`src/rtl/sample_counter_pkg.sv`:
```
// Shared correlator definitions: sample-counter FSM encoding and the default
// count width / synchronizer depth reused by the correlator channels.
package sample_counter_pkg;

    localparam int DEF_CNT_W       = 8;
    localparam int DEF_SYNC_STAGES = 2;

    typedef enum logic [1:0] {
        ST_IDLE = 2'd0,
        ST_ARM  = 2'd1,
        ST_RUN  = 2'd2
    } state_t;

endpackage

```
`src/rtl/sample_counter_if.sv`:
```
// Valid/ready sample stream from the sample counter toward the channel logic.
interface sample_counter_if
    import sample_counter_pkg::*;
#(
    parameter int CNT_W = DEF_CNT_W
);

    logic [CNT_W-1:0] sample_data;
    logic             sample_sat;
    logic             sample_valid;
    logic             sample_ready;

    modport master (
        output sample_data,
        output sample_sat,
        output sample_valid,
        input  sample_ready
    );

    modport slave (
        input  sample_data,
        input  sample_sat,
        input  sample_valid,
        output sample_ready
    );

endinterface

```
`src/rtl/sample_counter_sync_edge_det.sv`:
```
// Multi-flop synchronizer for an asynchronous level, followed by a history
// flop so the rising edge can be reported as a one-cycle pulse.
module sync_edge_det
    import sample_counter_pkg::*;
#(
    parameter int SYNC_STAGES = DEF_SYNC_STAGES
) (
    input  logic clk_in_0,
    input  logic rst,
    input  logic async_in,
    output logic sync_out,
    output logic rise
);

    logic [SYNC_STAGES-1:0] sync_r;
    logic                   hist_r;

    // Shift the raw input through the synchronizer chain and keep one cycle of history.
    always_ff @(posedge clk_in_0 or posedge rst) begin
        if (rst) begin
            sync_r <= '0;
            hist_r <= 1'b0;
        end else begin
            sync_r <= {sync_r[SYNC_STAGES-2:0], async_in};
            hist_r <= sync_r[SYNC_STAGES-1];
        end
    end

    assign sync_out = sync_r[SYNC_STAGES-1];
    assign rise     = sync_r[SYNC_STAGES-1] & ~hist_r;

endmodule

```
`src/rtl/sample_counter.sv`:
```
// Photon-pulse counter: counts pulse_in edges over each interval delimited by
// rising edges of the divided sample clock (treated as data) and emits one
// count word per interval through a one-entry valid/ready output register.
module sample_counter
    import sample_counter_pkg::*;
#(
    parameter int CNT_W       = DEF_CNT_W,
    parameter int SYNC_STAGES = DEF_SYNC_STAGES
) (
    input  logic                    clk_in_0,
    input  logic                    rst,
    input  logic                    en,
    input  logic                    sample_clk,
    input  logic                    pulse_in,
    input  logic                    clr_ovr,
    output logic                    overrun,
    sample_counter_if.master        sample_if
);

    localparam logic [CNT_W-1:0] CNT_MAX = {CNT_W{1'b1}};
    localparam logic [CNT_W-1:0] CNT_ONE = {{(CNT_W-1){1'b0}}, 1'b1};

    logic             tick_s;
    logic             pulse_evt_s;
    logic             sclk_lvl_unused_s;
    logic             pulse_lvl_unused_s;

    state_t           state_r;
    state_t           state_nxt_s;
    logic [CNT_W-1:0] acc_r;
    logic [CNT_W-1:0] acc_nxt_s;
    logic             sat_acc_r;
    logic             sat_acc_nxt_s;
    logic             emit_s;
    logic             load_s;
    logic             drop_s;

    logic [CNT_W-1:0] data_r;
    logic             sat_r;
    logic             valid_r;
    logic             overrun_r;

    sync_edge_det #(.SYNC_STAGES(SYNC_STAGES)) u_sync_sclk (
        .clk_in_0 (clk_in_0),
        .rst      (rst),
        .async_in (sample_clk),
        .sync_out (sclk_lvl_unused_s),
        .rise     (tick_s)
    );

    sync_edge_det #(.SYNC_STAGES(SYNC_STAGES)) u_sync_pulse (
        .clk_in_0 (clk_in_0),
        .rst      (rst),
        .async_in (pulse_in),
        .sync_out (pulse_lvl_unused_s),
        .rise     (pulse_evt_s)
    );

    // Next-state and accumulator update; a pulse coincident with a tick opens the new interval.
    always_comb begin
        state_nxt_s   = state_r;
        acc_nxt_s     = acc_r;
        sat_acc_nxt_s = sat_acc_r;
        emit_s        = 1'b0;
        if (!en) begin
            state_nxt_s   = ST_IDLE;
            acc_nxt_s     = '0;
            sat_acc_nxt_s = 1'b0;
        end else begin
            case (state_r)
                ST_IDLE: begin
                    acc_nxt_s     = '0;
                    sat_acc_nxt_s = 1'b0;
                    state_nxt_s   = ST_ARM;
                end
                ST_ARM: begin
                    sat_acc_nxt_s = 1'b0;
                    if (tick_s) begin
                        acc_nxt_s   = pulse_evt_s ? CNT_ONE : '0;
                        state_nxt_s = ST_RUN;
                    end else begin
                        acc_nxt_s   = '0;
                        state_nxt_s = ST_ARM;
                    end
                end
                ST_RUN: begin
                    if (tick_s) begin
                        emit_s        = 1'b1;
                        acc_nxt_s     = pulse_evt_s ? CNT_ONE : '0;
                        sat_acc_nxt_s = 1'b0;
                    end else if (pulse_evt_s) begin
                        if (acc_r == CNT_MAX) begin
                            sat_acc_nxt_s = 1'b1;
                        end else begin
                            acc_nxt_s = acc_r + CNT_ONE;
                        end
                    end else begin
                        acc_nxt_s = acc_r;
                    end
                end
                default: begin
                    state_nxt_s   = ST_IDLE;
                    acc_nxt_s     = '0;
                    sat_acc_nxt_s = 1'b0;
                end
            endcase
        end
    end

    // FSM state, accumulator and saturation flag registers.
    always_ff @(posedge clk_in_0 or posedge rst) begin
        if (rst) begin
            state_r   <= ST_IDLE;
            acc_r     <= '0;
            sat_acc_r <= 1'b0;
        end else begin
            state_r   <= state_nxt_s;
            acc_r     <= acc_nxt_s;
            sat_acc_r <= sat_acc_nxt_s;
        end
    end

    // The output slot is free when empty or being drained this very cycle.
    assign load_s = emit_s & (~valid_r | sample_if.sample_ready);
    assign drop_s = emit_s & valid_r & ~sample_if.sample_ready;

    // One-entry output register with sticky overrun; a new drop beats clr_ovr.
    always_ff @(posedge clk_in_0 or posedge rst) begin
        if (rst) begin
            data_r    <= '0;
            sat_r     <= 1'b0;
            valid_r   <= 1'b0;
            overrun_r <= 1'b0;
        end else begin
            if (load_s) begin
                data_r  <= acc_r;
                sat_r   <= sat_acc_r;
                valid_r <= 1'b1;
            end else if (valid_r && sample_if.sample_ready) begin
                valid_r <= 1'b0;
            end
            if (drop_s) begin
                overrun_r <= 1'b1;
            end else if (clr_ovr) begin
                overrun_r <= 1'b0;
            end
        end
    end

    assign sample_if.sample_data  = data_r;
    assign sample_if.sample_sat   = sat_r;
    assign sample_if.sample_valid = valid_r;
    assign overrun                = overrun_r;

endmodule

```
`src/flat_wrapper.sv`:
```
// flat-port wrapper written by rule: the top's interface ports become plain ports
module sample_counter_flat import sample_counter_pkg::*;
#(
    parameter int CNT_W       = DEF_CNT_W,
    parameter int SYNC_STAGES = DEF_SYNC_STAGES
)
  (clk_in_0, rst, en, sample_clk, pulse_in, clr_ovr, overrun, sample_if_sample_data, sample_if_sample_sat, sample_if_sample_valid, sample_if_sample_ready);
  sample_counter_if #(.CNT_W(CNT_W)) sample_if_i ();
  input  logic clk_in_0;
  input  logic rst;
  input  logic en;
  input  logic sample_clk;
  input  logic pulse_in;
  input  logic clr_ovr;
  output logic overrun;
  output wire logic [$bits(sample_if_i.sample_data)-1:0] sample_if_sample_data;
  output wire logic [$bits(sample_if_i.sample_sat)-1:0] sample_if_sample_sat;
  output wire logic [$bits(sample_if_i.sample_valid)-1:0] sample_if_sample_valid;
  input wire logic [$bits(sample_if_i.sample_ready)-1:0] sample_if_sample_ready;
  assign sample_if_sample_data = sample_if_i.sample_data;
  assign sample_if_sample_sat = sample_if_i.sample_sat;
  assign sample_if_sample_valid = sample_if_i.sample_valid;
  assign sample_if_i.sample_ready = sample_if_sample_ready;
  sample_counter #(.CNT_W(CNT_W), .SYNC_STAGES(SYNC_STAGES)) u_core (.clk_in_0(clk_in_0), .rst(rst), .en(en), .sample_clk(sample_clk), .pulse_in(pulse_in), .clr_ovr(clr_ovr), .overrun(overrun), .sample_if(sample_if_i));
endmodule
```
`config.mk`:
```
export PLATFORM = sky130hd
export DESIGN_NAME = sample_counter_flat
export DESIGN_NICKNAME = d
export VERILOG_FILES = /design/src/rtl/sample_counter_pkg.sv /design/src/rtl/sample_counter_if.sv /design/src/rtl/sample_counter_sync_edge_det.sv /design/src/rtl/sample_counter.sv /design/src/flat_wrapper.sv
export SDC_FILE = /design/constraint.sdc
export NUM_CORES = 1
export LEC_CHECK = 0
export CAP_MARGIN = 20
export CORE_MARGIN = 8
export CORE_UTILIZATION = 35
export DETAILED_ROUTE_END_ITERATION = 8
export DONT_BUFFER_PORTS = 1
export PLACE_DENSITY = 0.57
export SETUP_SLACK_MARGIN = 0.15
export SYNTH_ARGS = -nofsm -noshare
export SYNTH_HDL_FRONTEND = slang
export SYNTH_HIERARCHICAL = 1
export SYNTH_SLANG_ARGS = --single-unit
```
`constraint.sdc`:
```
create_clock -name clk_in_0 -period 1.9 [get_ports clk_in_0]
set_clock_uncertainty 0.05 [all_clocks]
set_input_delay 0.285 -clock clk_in_0 [delete_from_list [all_inputs] [get_ports clk_in_0]]
set_output_delay 0.285 -clock clk_in_0 [all_outputs]
set_load 0.005 [all_outputs]
```
== After elaboration in Yosys (flattened, before gate mapping) ==
Cells that the tools add are included.
W data, S select, Z words.

* Mux-type cells: 22
* Bitwise gates (word level): 10
* Reduce and logical (&&, ||, !) cells: 6
* Equal/unequal tests: 7
* Add/sub/neg operators: 1

{| class="wikitable"
|+ Operators with widths
! operator !! number
|-
| $mux W8 || 5
|-
| $pmux W8 S2 || 1
|-
| $mux W1 || 13
|-
| $add A8 B1 Y8 const B || 1
|-
| $eq A8 B8 Y1 const B || 1
|-
| $ne A4 B2 Y1 const B || 2
|-
| $pmux W2 S3 || 1
|-
| $and A1 B1 Y1 || 5
|-
| $mux W2 || 2
|-
| $ne A4 B3 Y1 const B || 1
|-
| $not A1 Y1 || 4
|-
| $reduce_and A2 Y1 || 2
|-
| $reduce_bool A2 Y1 || 2
|-
| $eq A2 B1 Y1 const B || 1
|-
| $eq A2 B2 Y1 const B || 1
|-
| $logic_not A2 Y1 || 1
|-
| $ne A2 B2 Y1 const B || 1
|-
| $logic_and A1 B1 Y1 || 1
|-
| $or A1 B1 Y1 || 1
|}

* Word-level logic and storage cells: 57
* Register bits after elaboration: 28
* Input bits: 7
* Output and inout bits: 11

== Depth between registers and ports, before layout ==
Gate-level depths: netlist of the first run.

* Word-level depth: 8
* Gate-level depth with buffers: 7

== By module ==
Netlist of the first run, hierarchy kept.

{| class="wikitable"
|+ Modules (own cells, without submodules)
! module !! sequential area each (um^2) !! cells an instance !! times used !! area an instance (um^2)
|-
| sample_counter || 550.5 || 102 || 1 || 1,119.8
|-
| sync_edge_det || 75.1 || 5 || 2 || 92.6
|}

== Worst setup path before layout of the first run ==
No wires, ideal clock.

* Kind: register -> register
* From: register u_core.state_r[0]
* To: register u_core.acc_r[0]
* Cell stages (with the launch flop): 8
* Path buffers: 1
* Required time: 1.725 ns
* Data arrival time: 1.525 ns
* Setup slack: 0.200 ns
* Cell sequence: dfrtp_1 -> inv_1 -> ha_1 -> nor2b_4 -> and2_4 -> and2_4 -> buf_6 -> mux2_4

* Longest elaborated chain between the ends: 3
* Elaborated cells between the ends (all ways): 7
* Those cells by class: eq/ne (4); mux (2); reduce/logical (1)

{| class="wikitable"
|+ RTL lines
! element !! line !! text
|-
| start, declared || sample_counter.sv:28 || <nowiki>state_t state_r;</nowiki>
|-
| start signal, assigned || sample_counter.sv:117 || <nowiki>state_r <= state_nxt_s;</nowiki>
|-
| $eq A2 B2 Y1 or $eq A2 B1 Y1 (tied branches) || sample_counter.sv:70 || <nowiki>case (state_r)</nowiki>
|-
| $ne A4 B3 Y1 (no line) (tied with other cells) || - ||
|-
| $reduce_and A2 Y1 (no line) or $mux W8 (tied branches) || - ||
|-
| end signal, assigned || sample_counter.sv:118 || <nowiki>acc_r <= acc_nxt_s;</nowiki>
|-
| end, declared || sample_counter.sv:30 || <nowiki>logic [CNT_W-1:0] acc_r;</nowiki>
|}

Parallel ways exist; a longest one is shown, timed or not.
A chain may end at the register's enable or synchronous reset.

== Worst setup path after layout of the first run ==
* From: register u_core.state_r[0]
* To: register u_core.acc_r[5]

The elaborated chain is that of the path after synthesis.

==> metrics.cfg, run 1 <==
[route]
dr_wl_met3_um=170
first_pass_iters=4
post_drt_wl_per_cell_um=14.64
route.layer.met1.wl_mm=1.142
routed_wl_mm=2.532
dr.first_iter.drc_count=45
top_layer=met4
wl_met2_mm=1.167
viasPerCell=4.913
drc=0
ant_nets=0
dr_total_vias=850

[sta]
fin_crit_sh=0.8943
rsz0062_at_grt=yes
setup_violations=0
final.setup.tns_ns=0
whs_ns=0.05182
setup_slack_ns=0.2009
hold_viol=0
max-slew-margin-rel=0.7983
min_period_ns=1.699
fmax_ghz=0.5885
worstMarginPinSlew_ns=0.3025
slew_viol_final=0

[cts]
cts_tree=done
cts.sink_count=28
cts_root_buffer=clkbuf_8
cts_buffers=3
clkLatencyLatePin_ns=0.27
h-tree-depth=1
clkTransAtPathRegs_ns=0.08
cts_buffer_depth=2

[die]
die_w_um=77.06
boundaryPins=18
die_height_um=77.06
start_util=0.3592
rows=22
die_area_um2=5938
core-area_um2=3633

[flow_run]
drv_cap=0

[global_routing]
grt_pass1_wl_mm=4.153
grt_pass1_vias=834
grt_max_degree=23
grtUsageTotal=0.08879
antenna_found_initial=0
grt_remaining_overflow=0

[place]
portBuffers=0
dp.cells=162
dp_hpwl_mm=1.751
gp_congestion=0.7420
pre_cts_ws_ns=0.1105

[power]
peakVddDrop_v=0.0004616
p_total_mw=0.9845
pwr_density_cell_nw_per_um2=644.4
p_leak_nw=0.7000

[setup_path]
arrival_ns=1.81
path_class=reg -> reg
cp_max_fo=5
r2r_cells=6
required_ns=2.01
cp-start-kind=flop
crit_path_end_kind=flop

[layout]
area_growth_pct=17.07
nNetsFinal=138
drive_gt1_frac=0.3120
n_antenna_cell=0
finalNonFillerCells=173

[yosys]
synth_flop_cell=dfrtp_1
synthCells=112
syn_area_um2=1305
synth_area_per_cell_um2=11.65
synth_edf_count=0
syn_nets=123
synth_largest_area_cell=dfrtp_1
yosys.area.top_type_share=0.5369
ys_seq_elements=28
yosysWarnings=6
synth_cell_types=40
synthTopCellsByArea=dfrtp_1 54%, mux2_2 6.9%, ha_1 3.8%, nor2b_4 3.2%, nand3_1 3.1%
synth_seq_area_share=0.5369
async_flop_share=1.000

[min_path]
worstHoldPathCells=1
hold_path_class=in -> reg

[run_status]
status=complete, no violations

sequential cells by signal, summed over array words and instances (netlist names):
register,count
u_core/acc_r,8
u_core/sample_if.sample_data,8
u_core/state_r,2
u_core/u_sync_pulse/sync_r,2
u_core/u_sync_sclk/sync_r,2
u_core/overrun,1
u_core/sample_if.sample_sat,1
u_core/sample_if.sample_valid,1
u_core/sat_acc_r,1
u_core/u_sync_pulse/hist_r,1
u_core/u_sync_sclk/hist_r,1
cells in the final DEF, fill, tap and decap left out, types with 2 or more instances in the layout:
cell	count
clkbuf_8	3
ha_4	2
dfrtp_1	28
and3_1	2
a22oi_1	2
nand2_1	7
nand3_1	7
mux2_2	8
nor2b_4	3
inv_2	2
nand2b_1	2
inv_1	7
nor2_1	5
a21oi_1	3
o22ai_1	2
buf_4	9
and2_4	2
dlygate4sd3_1	3
where the power goes:
part	internal, mW	switching [mW]	leakage (nW)	total (mW)
Combinational	0.0277	0.0358	0.303	0.0636
Clock	0.142	0.168	0.0216	0.310
Sequential	0.605	0.00594	0.376	0.611
Total	0.775	0.209	0.700	0.984
final cells by class:
class	instances	area, µm²
fill	356	2106
sequential	28	700.7
multi-input combinational	72	583.1
timing repair buffer	13	108.9
tap	48	60.06
clock buffer	3	41.29
inverter	9	33.78
cells by family (layout without fill, tap and decap cells):
kind of cell | count (synthesis) | after routing | synth area share
simple gates | 41 | 41 | 0.1975
compound gates | 16 | 16 | 0.08628
fa+ha+maj | 4 | 4 | 0.03835
flops | 28 | 28 | 0.5369
mux | 11 | 11 | 0.09684
buf+inv | 12 | 25 | 0.04410
critical path, cell delays in order, from the launching register on:
cell and delay, ns:
dfrtp_1 0.41, inv_2 0.12, ha_4 0.21, and4b_2 0.24, buf_4 0.15, and3_1 0.17
a211o_1 0.23
cells in the mapped netlist, drive strengths merged, types with 2 or more instances:
cell type,number
nand2,8
nand3,8
ha,4
nand2b,2
a22oi,2
nor2,5
o21ai,3
nor2b,5
nand4,2
o22ai,2
buf,3
dfrtp,28
inv,9
mux2,10
and3,2
a21oi,3
and2,3
stage by stage:
stage / util / area, µm²
final: 0.4205 / 1528
after global routing: 0.4205 / 1528
after CTS: 0.3998 / 1453
after detailed placement: 0.3795 / 1379
after global placement: 0.3795 / 1379
after floorplan: - / 1305
repair_timing:
action,4_1_cts,5_1_grt
gates cloned,0,1
hold buffers,3,0
setup endpoints to repair,10,14
pin swaps,0,1
hold endpoints to repair,30,0
gates resized for setup,1,10
buffers inserted,0,4
layer usage:
layer,global-route usage,up-vias
met2,0.1342,15
met4,0.04528,0
met5,0,-
met3,0.04545,5
met1,0.1003,413
li1,-,417
worst paths after layout:
kind / startpoint / end / slack [ns]
worst max-delay path: u_core/state_r[0] / u_core/acc_r[5] / 0.20
worst min-delay path: clr_ovr / u_core/overrun / 0.05
worst max register to register: u_core/state_r[0] / u_core/acc_r[5] / 0.20
worst min register to register: u_core/u_sync_pulse/sync_r[0] / u_core/u_sync_pulse/sync_r[1] / 0.31
max in group asynchronous: rst / u_core/sample_if.sample_data[7] / 1.09
min in group asynchronous: rst / u_core/u_sync_pulse/sync_r[1] / 0.30
No activity file was read; power rests on OpenSTA's default activity.
==> run 2, diff against run 1 <==
Settings changed: CAP_MARGIN 20 to unset, CELL_PAD_IN_SITES_DETAIL_PLACEMENT set to 1, CELL_PAD_IN_SITES_GLOBAL_PLACEMENT set to 1, PLACE_DENSITY 0.57 to 0.66.
==> metrics.cfg, run 2 (same netlist as run 1, synthesis figures left out) <==
[run_status]
status=complete, no violations

[sta]
worstMarginPinSlew_ns=0.2832
slew_viol_final=0
hold_viol=0
final.setup.tns_ns=0
fmax_ghz=0.5826
rsz0062_at_grt=yes
min_period_ns=1.717
max-slew-margin-rel=0.8112
fin_crit_sh=0.9034
setup_violations=0

[global_routing]
grt-busiest-layer=met2
antenna_found_initial=0
grt_max_degree=23
grt_pass1_vias=918
grt_pass1_wl_mm=4.602
grt_remaining_overflow=0
use_met2=0.1546
grtUsageTotal=0.09542
grt_use_met1=0.1130
use_met3=0.02797

[route]
drc=0
dr_total_vias=852
dr.first_iter.drc_count=51
post_drt_wl_per_cell_um=15.28
viasPerCell=4.925
first_pass_iters=4
ant_nets=0
routed_wl_mm=2.644

[setup_path]
path_class=reg -> reg
required_ns=2.01
cp_max_fo=5
crit_path_end_kind=flop
rrSetupSlack_ns=0.18
cp-start-kind=flop
arrival_ns=1.83

[cts]
cts_buffer_depth=2
clkLatencyLatePin_ns=0.27
cts.sink_count=28
cts_tree=done
clkTransAtPathRegs_ns=0.09
cts_buffers=3
cts_root_buffer=clkbuf_8
h-tree-depth=1

[power]
peakVddDrop_v=0.0003280
pwr_density_cell_nw_per_um2=734.2
p_leak_nw=0.7070
p_total_mw=1.140

[die]
boundaryPins=18
core-area_um2=3633
die_area_um2=5938
rows=22
die_height_um=77.06
start_util=0.3592
die_w_um=77.06

[layout]
nNetsFinal=137
fill_cells=413
final_cell_mix=28 x dfrtp_1, 8 x nand3_1, 8 x mux2_2
drive_gt1_frac=0.3040
n_antenna_cell=0
final_common_cell=dfrtp_1
area_growth_pct=18.98

[place]
portBuffers=0
dp_hpwl_mm=1.899
gp_congestion=0.7842

[flow_run]
drv_cap=0

[min_path]
hold_path_class=in -> reg

==> run 2: cell count changes in the layout (fill, tap and decap cells not counted), sizes merged <==
| cell | before | now |
|---|---|---|
| buf | 10 | 9 |
| bufinv | 0 | 1 |
==> run 2: final cells by class <==
| type | instances | area, µm² | area share |
|---|---|---|---|
| sequential | 28 | 700.7 | 0.4512 |
| multi-input combinational | 72 | 581.8 | 0.3747 |
| timing repair buffer | 12 | 105.1 | 0.06769 |
| tap | 48 | 60.06 | 0.03868 |
| clock buffer | 3 | 41.29 | 0.02659 |
| inverter | 9 | 33.78 | 0.02176 |
| clock inverter | 1 | 30.03 | 0.01934 |
==> run 2: path summary, 6_finish.rpt <==
path	start	endpoint	cells after the start
max in group asynchronous	rst	u_core/acc_r[0]	3
max	u_core/state_r[0]	u_core/acc_r[5]	6
min in group asynchronous	rst	u_core/u_sync_pulse/sync_r[0]	2
min reg2reg	u_core/u_sync_pulse/sync_r[0]	u_core/u_sync_pulse/sync_r[1]	0
max reg2reg	u_core/state_r[0]	u_core/acc_r[5]	6
min	clr_ovr	u_core/overrun	1
==> run 2: power by group <==
group	internal (mW)	switching [mW]	total (mW)	leakage, nW
Clock	0.282	0.180	0.462	0.0357
Combinational	0.0300	0.0371	0.0672	0.296
Sequential	0.605	0.00586	0.611	0.376
Total	0.917	0.223	1.14	0.707
==> run 2: critical path, cell delays in order, from the launching register on <==
cell and delay (ns):
dfrtp_1 0.40, inv_2 0.12, ha_4 0.22, and4b_2 0.28
buf_6 0.14, and3_1 0.18, a211o_1 0.23
==> run 2: layer usage <==
metal / up-vias / share of wire
met5: - / 0
met4: 0 / 0.015
met1: 424 / 0.45
met2: 12 / 0.50
li1: 412 / -
met3: 4 / 0.041
==> run 2: repair_timing <==
item	CTS	global route
resized for setup	3	7
hold buffers	3	0
endpoints found under the hold margin	30	0
buffers inserted	0	4
gates cloned	0	0
pin swaps	1	1
setup endpoints to repair	13	13
==> run 2: per-stage QoR <==
stage	cell area, µm²	cells	util	hold WS, ns	worst slack, ns
final	1553	173	0.4273	0.04592	0.1835
after CTS	1484	169	0.4084	0.03286	0.1517
after detailed placement	1379	162	0.3795	-0.004284	0.07555
after global routing	1553	173	0.4273	0.04044	0.1368
after floorplan	1305	112	-	-0.01136	0.1996
after global placement	1379	162	0.3795	-0.005628	0.1601
